## config.mk

```make
export PLATFORM = sky130hd
export DESIGN_NAME = imem_loader
export DESIGN_NICKNAME = d
export VERILOG_FILES = /design/src/rtl/loader_pkg.sv /design/src/rtl/uart_rx_byte.sv /design/src/rtl/imem_loader.sv
export SDC_FILE = /design/constraint.sdc
export NUM_CORES = 1
export LEC_CHECK = 0
export CORE_MARGIN = 3
export CORE_UTILIZATION = 32
export CTS_BUF_LIST = sky130_fd_sc_hd__clkbuf_4 sky130_fd_sc_hd__clkbuf_8 sky130_fd_sc_hd__clkbuf_16
export DETAILED_ROUTE_END_ITERATION = 16
export GPL_TIMING_DRIVEN = 0
export SLEW_MARGIN = 20
export SYNTH_ARGS = -nofsm -noshare
export SYNTH_HDL_FRONTEND = slang
export SYNTH_SLANG_ARGS = --single-unit
export TNS_END_PERCENT = 5
```

## constraint.sdc

```tcl
create_clock -name clk -period 2.64 [get_ports clk]
set_input_delay 0.528 -clock clk [delete_from_list [all_inputs] [get_ports clk]]
set_output_delay 0.528 -clock clk [all_outputs]
set_load 0.02 [all_outputs]
```

## src/rtl/loader_pkg.sv

```systemverilog
// Shared constants for the serial program loader.
// Loader state encodings, frame sync byte and counter widths.
package loader_pkg;

    typedef logic [2:0] state_t;

    localparam state_t S_IDLE   = 3'd0;
    localparam state_t S_CNT_LO = 3'd1;
    localparam state_t S_CNT_HI = 3'd2;
    localparam state_t S_DATA   = 3'd3;
    localparam state_t S_CHECK  = 3'd4;
    localparam state_t S_DONE   = 3'd5;
    localparam state_t S_ERR    = 3'd6;

    localparam logic [7:0] SYNC_BYTE = 8'hA5;

    localparam int WCNT_W = 16;
    localparam int BCNT_W = 2;

endpackage

```

## src/rtl/uart_rx_byte.sv

```systemverilog
// 8N1 UART byte receiver with 2-flop synchroniser.
// Emits a 1-cycle byte_valid or frame_err after the stop-bit sample.
module uart_rx_byte
    import loader_pkg::*;
#(
    parameter int CLKS_PER_BIT = 868
) (
    input  logic       clk,
    input  logic       rst,
    input  logic       rx,
    output logic       byte_valid,
    output logic [7:0] byte_data,
    output logic       frame_err
);

    localparam int CW = $clog2(CLKS_PER_BIT);
    localparam logic [CW-1:0] HALF = CW'(CLKS_PER_BIT / 2 - 1);
    localparam logic [CW-1:0] FULL = CW'(CLKS_PER_BIT - 1);

    localparam logic [1:0] R_IDLE  = 2'd0;
    localparam logic [1:0] R_START = 2'd1;
    localparam logic [1:0] R_DATA  = 2'd2;
    localparam logic [1:0] R_STOP  = 2'd3;

    logic [2:0]    sync;
    logic [1:0]    rstate;
    logic [CW-1:0] cnt;
    logic [2:0]    bit_idx;
    logic          rx_s;
    logic          fall;

    assign rx_s = sync[1];
    assign fall = sync[2] & ~sync[1];

    always_ff @(posedge clk or negedge rst) begin
        if (!rst) begin
            sync       <= 3'b111;
            rstate     <= R_IDLE;
            cnt        <= '0;
            bit_idx    <= '0;
            byte_data  <= '0;
            byte_valid <= 1'b0;
            frame_err  <= 1'b0;
        end else begin
            sync       <= {sync[1:0], rx};
            byte_valid <= 1'b0;
            frame_err  <= 1'b0;
            case (rstate)
                R_IDLE: begin
                    if (fall) begin
                        rstate <= R_START;
                        cnt    <= '0;
                    end
                end
                R_START: begin
                    if (cnt == HALF) begin
                        // high at mid-start means the edge was a glitch
                        cnt     <= '0;
                        bit_idx <= '0;
                        rstate  <= rx_s ? R_IDLE : R_DATA;
                    end else begin
                        cnt <= cnt + 1'b1;
                    end
                end
                R_DATA: begin
                    if (cnt == FULL) begin
                        cnt       <= '0;
                        byte_data <= {rx_s, byte_data[7:1]};
                        bit_idx   <= bit_idx + 3'd1;
                        if (bit_idx == 3'd7) rstate <= R_STOP;
                    end else begin
                        cnt <= cnt + 1'b1;
                    end
                end
                default: begin
                    if (cnt == FULL) begin
                        cnt        <= '0;
                        rstate     <= R_IDLE;
                        byte_valid <= rx_s;
                        frame_err  <= ~rx_s;
                    end else begin
                        cnt <= cnt + 1'b1;
                    end
                end
            endcase
        end
    end

endmodule

```

## src/rtl/imem_loader.sv

```systemverilog
// Framed UART program loader driving the instruction-memory write port.
// Holds the core in reset until a checksum-verified image is loaded.
module imem_loader
    import loader_pkg::*;
#(
    parameter int CLKS_PER_BIT = 868,
    parameter int ADDR_W       = 10
) (
    input  logic              clk,
    input  logic              rst,
    input  logic              rx,
    output logic              imem_we,
    output logic [ADDR_W-1:0] imem_addr,
    output logic [31:0]       imem_wdata,
    output logic              cpu_hold,
    output logic              busy,
    output logic              done,
    output logic              err
);

    localparam int MW = WCNT_W + 1;
    localparam logic [MW-1:0] MAX_WORDS = MW'(1) << ADDR_W;

    logic              byte_valid;
    logic [7:0]        byte_data;
    logic              frame_err;
    state_t            state;
    logic [WCNT_W-1:0] n_words;
    logic [WCNT_W-1:0] word_cnt;
    logic [BCNT_W-1:0] byte_cnt;
    logic [31:0]       shreg;
    logic [7:0]        chk;
    logic [WCNT_W-1:0] n_next;
    logic [31:0]       word_next;
    logic              idle_like;

    uart_rx_byte #(
        .CLKS_PER_BIT(CLKS_PER_BIT)
    ) u_rx (
        .clk       (clk),
        .rst       (rst),
        .rx        (rx),
        .byte_valid(byte_valid),
        .byte_data (byte_data),
        .frame_err (frame_err)
    );

    assign n_next    = {byte_data, n_words[7:0]};
    assign word_next = {byte_data, shreg[31:8]};
    assign idle_like = (state == S_IDLE) || (state == S_DONE) ||
                       (state == S_ERR);

    always_ff @(posedge clk or negedge rst) begin
        if (!rst) begin
            state      <= S_IDLE;
            imem_we    <= 1'b0;
            imem_addr  <= '0;
            imem_wdata <= '0;
            cpu_hold   <= 1'b1;
            busy       <= 1'b0;
            done       <= 1'b0;
            err        <= 1'b0;
            n_words    <= '0;
            word_cnt   <= '0;
            byte_cnt   <= '0;
            shreg      <= '0;
            chk        <= '0;
        end else begin
            imem_we <= 1'b0;
            if (imem_we) imem_addr <= imem_addr + ADDR_W'(1);
            if (frame_err && !idle_like) begin
                state <= S_ERR;
                err   <= 1'b1;
                busy  <= 1'b0;
            end else if (byte_valid) begin
                unique case (1'b1)
                    idle_like: begin
                        if (byte_data == SYNC_BYTE) begin
                            state     <= S_CNT_LO;
                            done      <= 1'b0;
                            err       <= 1'b0;
                            busy      <= 1'b1;
                            cpu_hold  <= 1'b1;
                            chk       <= '0;
                            imem_addr <= '0;
                            word_cnt  <= '0;
                            byte_cnt  <= '0;
                        end
                    end
                    (state == S_CNT_LO): begin
                        n_words[7:0] <= byte_data;
                        chk          <= chk ^ byte_data;
                        state        <= S_CNT_HI;
                    end
                    (state == S_CNT_HI): begin
                        n_words <= n_next;
                        chk     <= chk ^ byte_data;
                        if ({1'b0, n_next} > MAX_WORDS) begin
                            state <= S_ERR;
                            err   <= 1'b1;
                            busy  <= 1'b0;
                        end else if (n_next == '0) begin
                            state <= S_CHECK;
                        end else begin
                            state <= S_DATA;
                        end
                    end
                    (state == S_DATA): begin
                        shreg    <= word_next;
                        chk      <= chk ^ byte_data;
                        byte_cnt <= byte_cnt + BCNT_W'(1);
                        if (byte_cnt == '1) begin
                            imem_we    <= 1'b1;
                            imem_wdata <= word_next;
                            word_cnt   <= word_cnt + WCNT_W'(1);
                            if (word_cnt + WCNT_W'(1) == n_words)
                                state <= S_CHECK;
                        end
                    end
                    (state == S_CHECK): begin
                        busy <= 1'b0;
                        if (byte_data == chk) begin
                            state    <= S_DONE;
                            done     <= 1'b1;
                            cpu_hold <= 1'b0;
                        end else begin
                            state <= S_ERR;
                            err   <= 1'b1;
                        end
                    end
                    default: ;
                endcase
            end
        end
    end

endmodule

```

# Word level (Yosys, flattened, before mapping)
# Cells that the tools add are included.
# W data, S select, Z words.
[totals] reg_bits=152 input_bits=3 out_inout_bits=47
[classes] add_sub_neg=5 n_lt_le_gt_ge=1 eq_ne=27 n_mux=58 bitwise=4 reduce_logical=31
[op_table] operator="$mux W10" count=8
[op_table] operator="$mux W16" count=2
[op_table] operator="$pmux W16 S2" count=1
[op_table] operator="$mux W3" count=9
[op_table] operator="$reduce_and A5 Y1" count=5
[op_table] operator="$add A10 B1 Y10 const B" count=2
[op_table] operator="$pmux W10 S2" count=1
[op_table] operator="$mux W1" count=19
[op_table] operator="$add A16 B1 Y16 const B" count=1
[op_table] operator="$eq A16 B16 Y1" count=1
[op_table] operator="$gt A16 B11 Y1 const B" count=1
[op_table] operator="$logic_not A16 Y1" count=1
[op_table] operator="$mux W2" count=8
[op_table] operator="$pmux W8 S2" count=1
[op_table] operator="$reduce_and A4 Y1" count=4
[op_table] operator="$pmux W3 S5" count=1
[op_table] operator="$ne A2 B1 Y1 const B" count=7
[op_table] operator="$eq A3 B3 Y1 const B" count=4
[op_table] operator="$reduce_and A3 Y1" count=4
[op_table] operator="$eq A10 B10 Y1 const B" count=1
[op_table] operator="$eq A10 B9 Y1 const B" count=1
[op_table] operator="$reduce_bool A2 Y1" count=5
[op_table] operator="$ne A3 B2 Y1 const B" count=3
[op_table] operator="$eq A8 B8 Y1" count=1
[op_table] operator="28 further kinds" count=35

# Longest topological paths before layout
[logic_depth] ltp_word=7 mapped_depth=9 ltp_nobuf=8

# By module
# Synthesis repeated with hierarchy kept, for this count alone.
[unflattened] cells_unflattened=707 hier_area_um2=7230.7
[by_module_without_submodules] mod="imem_loader" n_inst=1 cells_per_inst=582 area_each_um2=5770.5 seq_area_each_um2=2904.0
[by_module_without_submodules] mod="uart_rx_byte" n_inst=1 cells_per_inst=125 area_each_um2=1460.2 seq_area_each_um2=704.4

# Least setup slack after synthesis
# No wires, ideal clock.
[synth_path] path_type="register to register" start="register word_cnt[0]" end="register state[0]" setup_time_ns=0.133 arrival_ns=2.085 required_ns=2.507 setup_slack_ns=0.422 stages_incl_launch_ff=9 cell_sequence="dfrtp_1 > ha_1 > bufbuf_16 > and3_1 > nand3_1 > xnor2_1 > or4_1 > nor4_2 > o211ai_1"
[synth_between] elab_chain_cells=4
[synth_rtl] element="from (decl)" line="imem_loader.sv:29" rtl="logic [WCNT_W-1:0] word_cnt;"
[synth_rtl] element="from (signal assigned)" line="imem_loader.sv:115" rtl="word_cnt <= word_cnt + WCNT_W'(1);"
[synth_rtl] element="$add A16 B1 Y16" line="imem_loader.sv:116" rtl="if (word_cnt + WCNT_W'(1) == n_words)"
[synth_rtl] element="$eq A16 B16 Y1" line="imem_loader.sv:116"
[synth_rtl] element="$ne A3 B2 Y1 (no line)"
[synth_rtl] element="$reduce_and A5 Y1 (no line)"
[synth_rtl] element="to (signal assigned)" line="imem_loader.sv:117" rtl="state <= S_CHECK;"
[synth_rtl] element="to (signal assigned)" line="imem_loader.sv:123" rtl="state <= S_DONE;"
[synth_rtl] element="to (signal assigned)" line="imem_loader.sv:127" rtl="state <= S_ERR;"
[synth_rtl] element="to (decl)" line="imem_loader.sv:27" rtl="state_t state;"
# Every way passes these cells.
# A chain may end at the register's enable or synchronous reset.

# Worst setup path in the final report
[layout_path] start="register state[2]" end="register shreg[17]"
[layout_between] elab_chain_cells=7 elab_cells_between_ends=10 cone_classes="eq/ne: 3; bitwise: 1; reduce/logical: 6"
[layout_rtl] element="from (signal assigned)" line="imem_loader.sv:55" rtl="state <= S_IDLE;"
[layout_rtl] element="from (signal assigned)" line="imem_loader.sv:72" rtl="state <= S_ERR;"
[layout_rtl] element="from (signal assigned)" line="imem_loader.sv:79" rtl="state <= S_CNT_LO;"
[layout_rtl] element="$eq A3 B3 Y1 / $logic_not A3 Y1 (equally long branches)" line="imem_loader.sv:50" rtl="assign idle_like = (state == S_IDLE) || (state == S_DONE) ||"
[layout_rtl] element="$logic_or A1 B1 Y1 (2 in series)" line="imem_loader.sv:50"
[layout_rtl] element="$logic_not A1 Y1" line="imem_loader.sv:71" rtl="if (frame_err && !idle_like) begin"
[layout_rtl] element="$logic_and A1 B1 Y1" line="imem_loader.sv:71"
[layout_rtl] element="$not A1 Y1 (no line)"
[layout_rtl] element="$reduce_and A3 Y1 (no line) *"
[layout_rtl] element="to (signal assigned)" line="imem_loader.sv:109" rtl="shreg <= word_next;"
[layout_rtl] element="to (decl)" line="imem_loader.sv:31" rtl="logic [31:0] shreg;"
# Mark *: on every way between the ends. The rest lies on a longest branch, timed or not.

==> flow_metrics.py <==
metrics = {
    "outcome": {
        "status": "complete, no violations",
    },
    "floorplan": {
        "dieArea_mm2": 0.0240,
        "placementRows": 53,
        "die_width_um": 155,
        "core_area_mm2": 0.0214,
        "ios": 50,
        "initial_core_util": 0.331,
        "die_y_um": 155,
    },
    "final_layout": {
        "diodes": 0,
        "areaGrowthSynthToFinish_pct": 21.7,
        "fin_cells": 1061,
        "nNetsFinal": 788,
        "drive_above_1_share": 0.158,
        "final_area_mm2": 0.00863,
    },
    "yosys": {
        "async_flop_share": 1.00,
        "synth_edf_count": 0,
        "synth-seq-cells": 144,
        "yosysTopAreaCell": "dfrtp_1",
        "synth_top_area_share": 0.494,
        "synth_ff_type": "dfrtp_1",
        "synth_top_cells_by_count": "dfrtp_1 (140), nand2_1 (136), o21ai_0 (60)",
        "synth_cell_type_count": 60,
        "synth_warnings": 0,
        "seq_area_frac_synth": 0.509,
        "synth.most_common_cell": "dfrtp_1",
        "synth_cells": 704,
        "synth_area_mm2": 0.00709,
        "syn_avg_cell_area_um2": 10.1,
        "synth_nets": 719,
        "ys_top_cells_by_area": "dfrtp_1 (49%), mux2_2 (7.9%), nand2_1 (7.2%)",
    },
    "clock_network": {
        "cts_buffer_depth": 2,
        "cts.clk_slew.worst_paths_ns": 0.06,
        "cts_tree": "built",
        "clkSinkCount": 144,
        "clk_latency_ns": 0.42,
        "cts_inserted_buffers": 17,
        "cts_root_buf": "clkbuf_16",
        "cts_max_level": 4,
        "hold_buffers": 0,
        "post_cts_buffers": 0,
    },
    "timing": {
        "timing.final.crit_share": 0.937,
        "fmax_ghz": 0.404,
        "setup_viol": 0,
        "hold_slack_ns": 0.0142,
        "hold_viol": 0,
        "slew_headroom": 0.293,
        "rsz0062_at_grt": "true",
        "finalClockSkew_ns": 0.0105,
        "final_max_slew_viol_count": 0,
        "worst_slew_pin_slew_ns": 1.05,
        "min_period_ns": 2.47,
    },
    "placement": {
        "globalplace.congestion": 0.872,
        "placedCellCount": 1029,
        "dpl-instance-area_mm2": 0.00796,
        "dp_hpwl_um": 10600,
        "portBuffers": 49,
    },
    "setup_path": {
        "start_kind": "flop",
        "reg2reg_depth": 7,
        "required_ns": 2.94,
        "end_kind": "flop",
        "cp_slowest_stage_delay_ns": 0.50,
        "cp_max_fo": 10,
        "worst_path_max_delay_cell": "clkbuf_1",
        "cp.arrival_ns": 2.77,
        "crit_top_cell": "clkbuf_1",
        "crit_chain": "clkbuf_1 > nor2_2 > and3_1 > clkbuf_1 > nand2_1 > clkbuf_1 > mux2_2",
        "path_class": "reg -> reg",
    },
    "detailed_routing": {
        "drt_iter0_drc": 467,
        "dr.pass1.iters": 5,
        "vias_per_cell": 4.97,
        "routed_wl_um": 15600,
        "ant_nets": 0,
        "route.detailed.drc": 0,
        "via_count": 5273,
        "wire_per_inst_um": 14.7,
    },
    "grt": {
        "grt_max_degree": 91,
        "antenna_found_initial": 0,
        "grt_pass1_vias": 5063,
        "grt_util_all_layers": 0.135,
        "grt_pass1_wl_um": 26100,
        "globalRoute.totalOverflow": 0,
    },
    "job": {
        "drv_cap": 0,
    },
    "min_path": {
        "hp-class": "in -> async",
    },
    "power_and_ir_drop": {
        "power_mw": 5.14,
        "peakVddDrop_uv": 446,
        "power.leakage_nw": 4.10,
        "p_per_area_mw_per_mm2": 596,
    },
}
-- power by group --
part / internal (mW) / total, mW / switching (mW)
logic: 0.162 / 0.437 / 0.275
clock network: 1.43 / 2.40 / 0.965
registers: 2.26 / 2.31 / 0.0514
total: 3.85 / 5.14 / 1.29
-- registers in the layout, summed over array words and instances (netlist names), 2 cells and up --
register,flops
chk,8
u_rx.cnt,10
n_words,16
state,3
imem_addr,10
u_rx.byte_data,8
u_rx.rstate,2
shreg,24
word_cnt,16
u_rx.sync,3
u_rx.bit_idx,3
byte_cnt,2
imem_wdata,32
-- stage by stage --
stage,TNS [ns],utilization,setup slack (ns)
2_1_floorplan,0,-,0.422
3_3_place_gp,-708.67,0.370,-4.94
3_5_place_dp,-6.06,0.371,-0.270
4_1_cts,0,0.400,0.00542
5_1_grt,-0.563,0.403,-0.0393
6_report,0,0.403,0.165
-- final timing paths --
path | startpoint | to | slack, ns
max in group asynchronous | rst | cpu_hold | 1.81
setup reg to reg | state[2] | shreg[17] | 0.17
setup / recovery | state[2] | shreg[17] | 0.17
hold / removal | rst | imem_wdata[5] | 0.01
min in group clk | u_rx.sync[0] | u_rx.sync[1] | 0.36
hold reg to reg | u_rx.sync[0] | u_rx.sync[1] | 0.36
-- critical path: cells and delay by family (launching register included) --
family / cells / cell delay, ns
buffers and inverters: 3 / 0.94
and+or+nand+nor: 3 / 0.67
muxes: 1 / 0.40
DFF: 1 / 0.33
-- kinds of logic (layout without fill, tap and decap cells) --
family,after synthesis,in the layout,share of synthesized area
compound gates,117,117,0.100
xor+xnor,37,37,0.0457
fa+ha+maj,12,12,0.0212
buf+inv,53,135,0.0392
flops,144,144,0.509
mux,58,58,0.0907
simple gates,283,283,0.194
-- cells in the final DEF (no fill, tap or decap), types with 3 or more instances in the layout --
| cell | n |
|---|---|
| o21a_1 | 3 |
| clkdlybuf4s50_1 | 48 |
| nor4_1 | 4 |
| nand4b_1 | 3 |
| or2_2 | 3 |
| nor2b_1 | 8 |
| clkbuf_2 | 3 |
| nand2b_1 | 14 |
| nand4_1 | 12 |
| nand3_1 | 15 |
| xnor2_1 | 11 |
| nor3_1 | 7 |
| clkbuf_1 | 24 |
| o31a_1 | 3 |
| clkbuf_16 | 17 |
| and3_1 | 9 |
| o21ai_0 | 60 |
| dfrtp_1 | 139 |
| mux2_2 | 50 |
| nand2_1 | 136 |
| nor2_1 | 44 |
| mux2i_1 | 7 |
| ha_1 | 12 |
| o211ai_1 | 4 |
| a21o_1 | 3 |
| and2_1 | 4 |
| a21oi_1 | 13 |
| o41ai_1 | 3 |
| dfstp_2 | 4 |
| clkinv_4 | 4 |
| o31ai_1 | 12 |
| buf_2 | 6 |
| inv_1 | 14 |
| xor2_1 | 26 |
-- layout make-up --
| cell class | count | area [um2] |
|---|---|---|
| sequential | 144 | 3610 |
| multi-input combinational | 507 | 3270 |
| timing repair buffer | 50 | 523 |
| tap | 275 | 344 |
| buffer | 39 | 233 |
| inverter | 14 | 52.6 |
| fill | 2074 | 12800 |
| clock inverter | 13 | 155 |
| clock buffer | 19 | 440 |
-- per-layer routing --
metal | vias up | routed length (um) | GRT usage
met1 | 2581 | 7540 | 0.189
met2 | 101 | 7370 | 0.209
li1 | 2576 | - | -
met5 | - | 0 | 0
met3 | 15 | 560 | 0.0285
met4 | 0 | 166 | 0.0421
-- repair_timing --
item / 4_1_cts / 5_1_grt
gates resized for setup: 7 / 16
endpoints found under the hold margin: 0 / 0
setup endpoints to repair: 50 / 81
No activity file was read; power rests on OpenSTA's default activity.
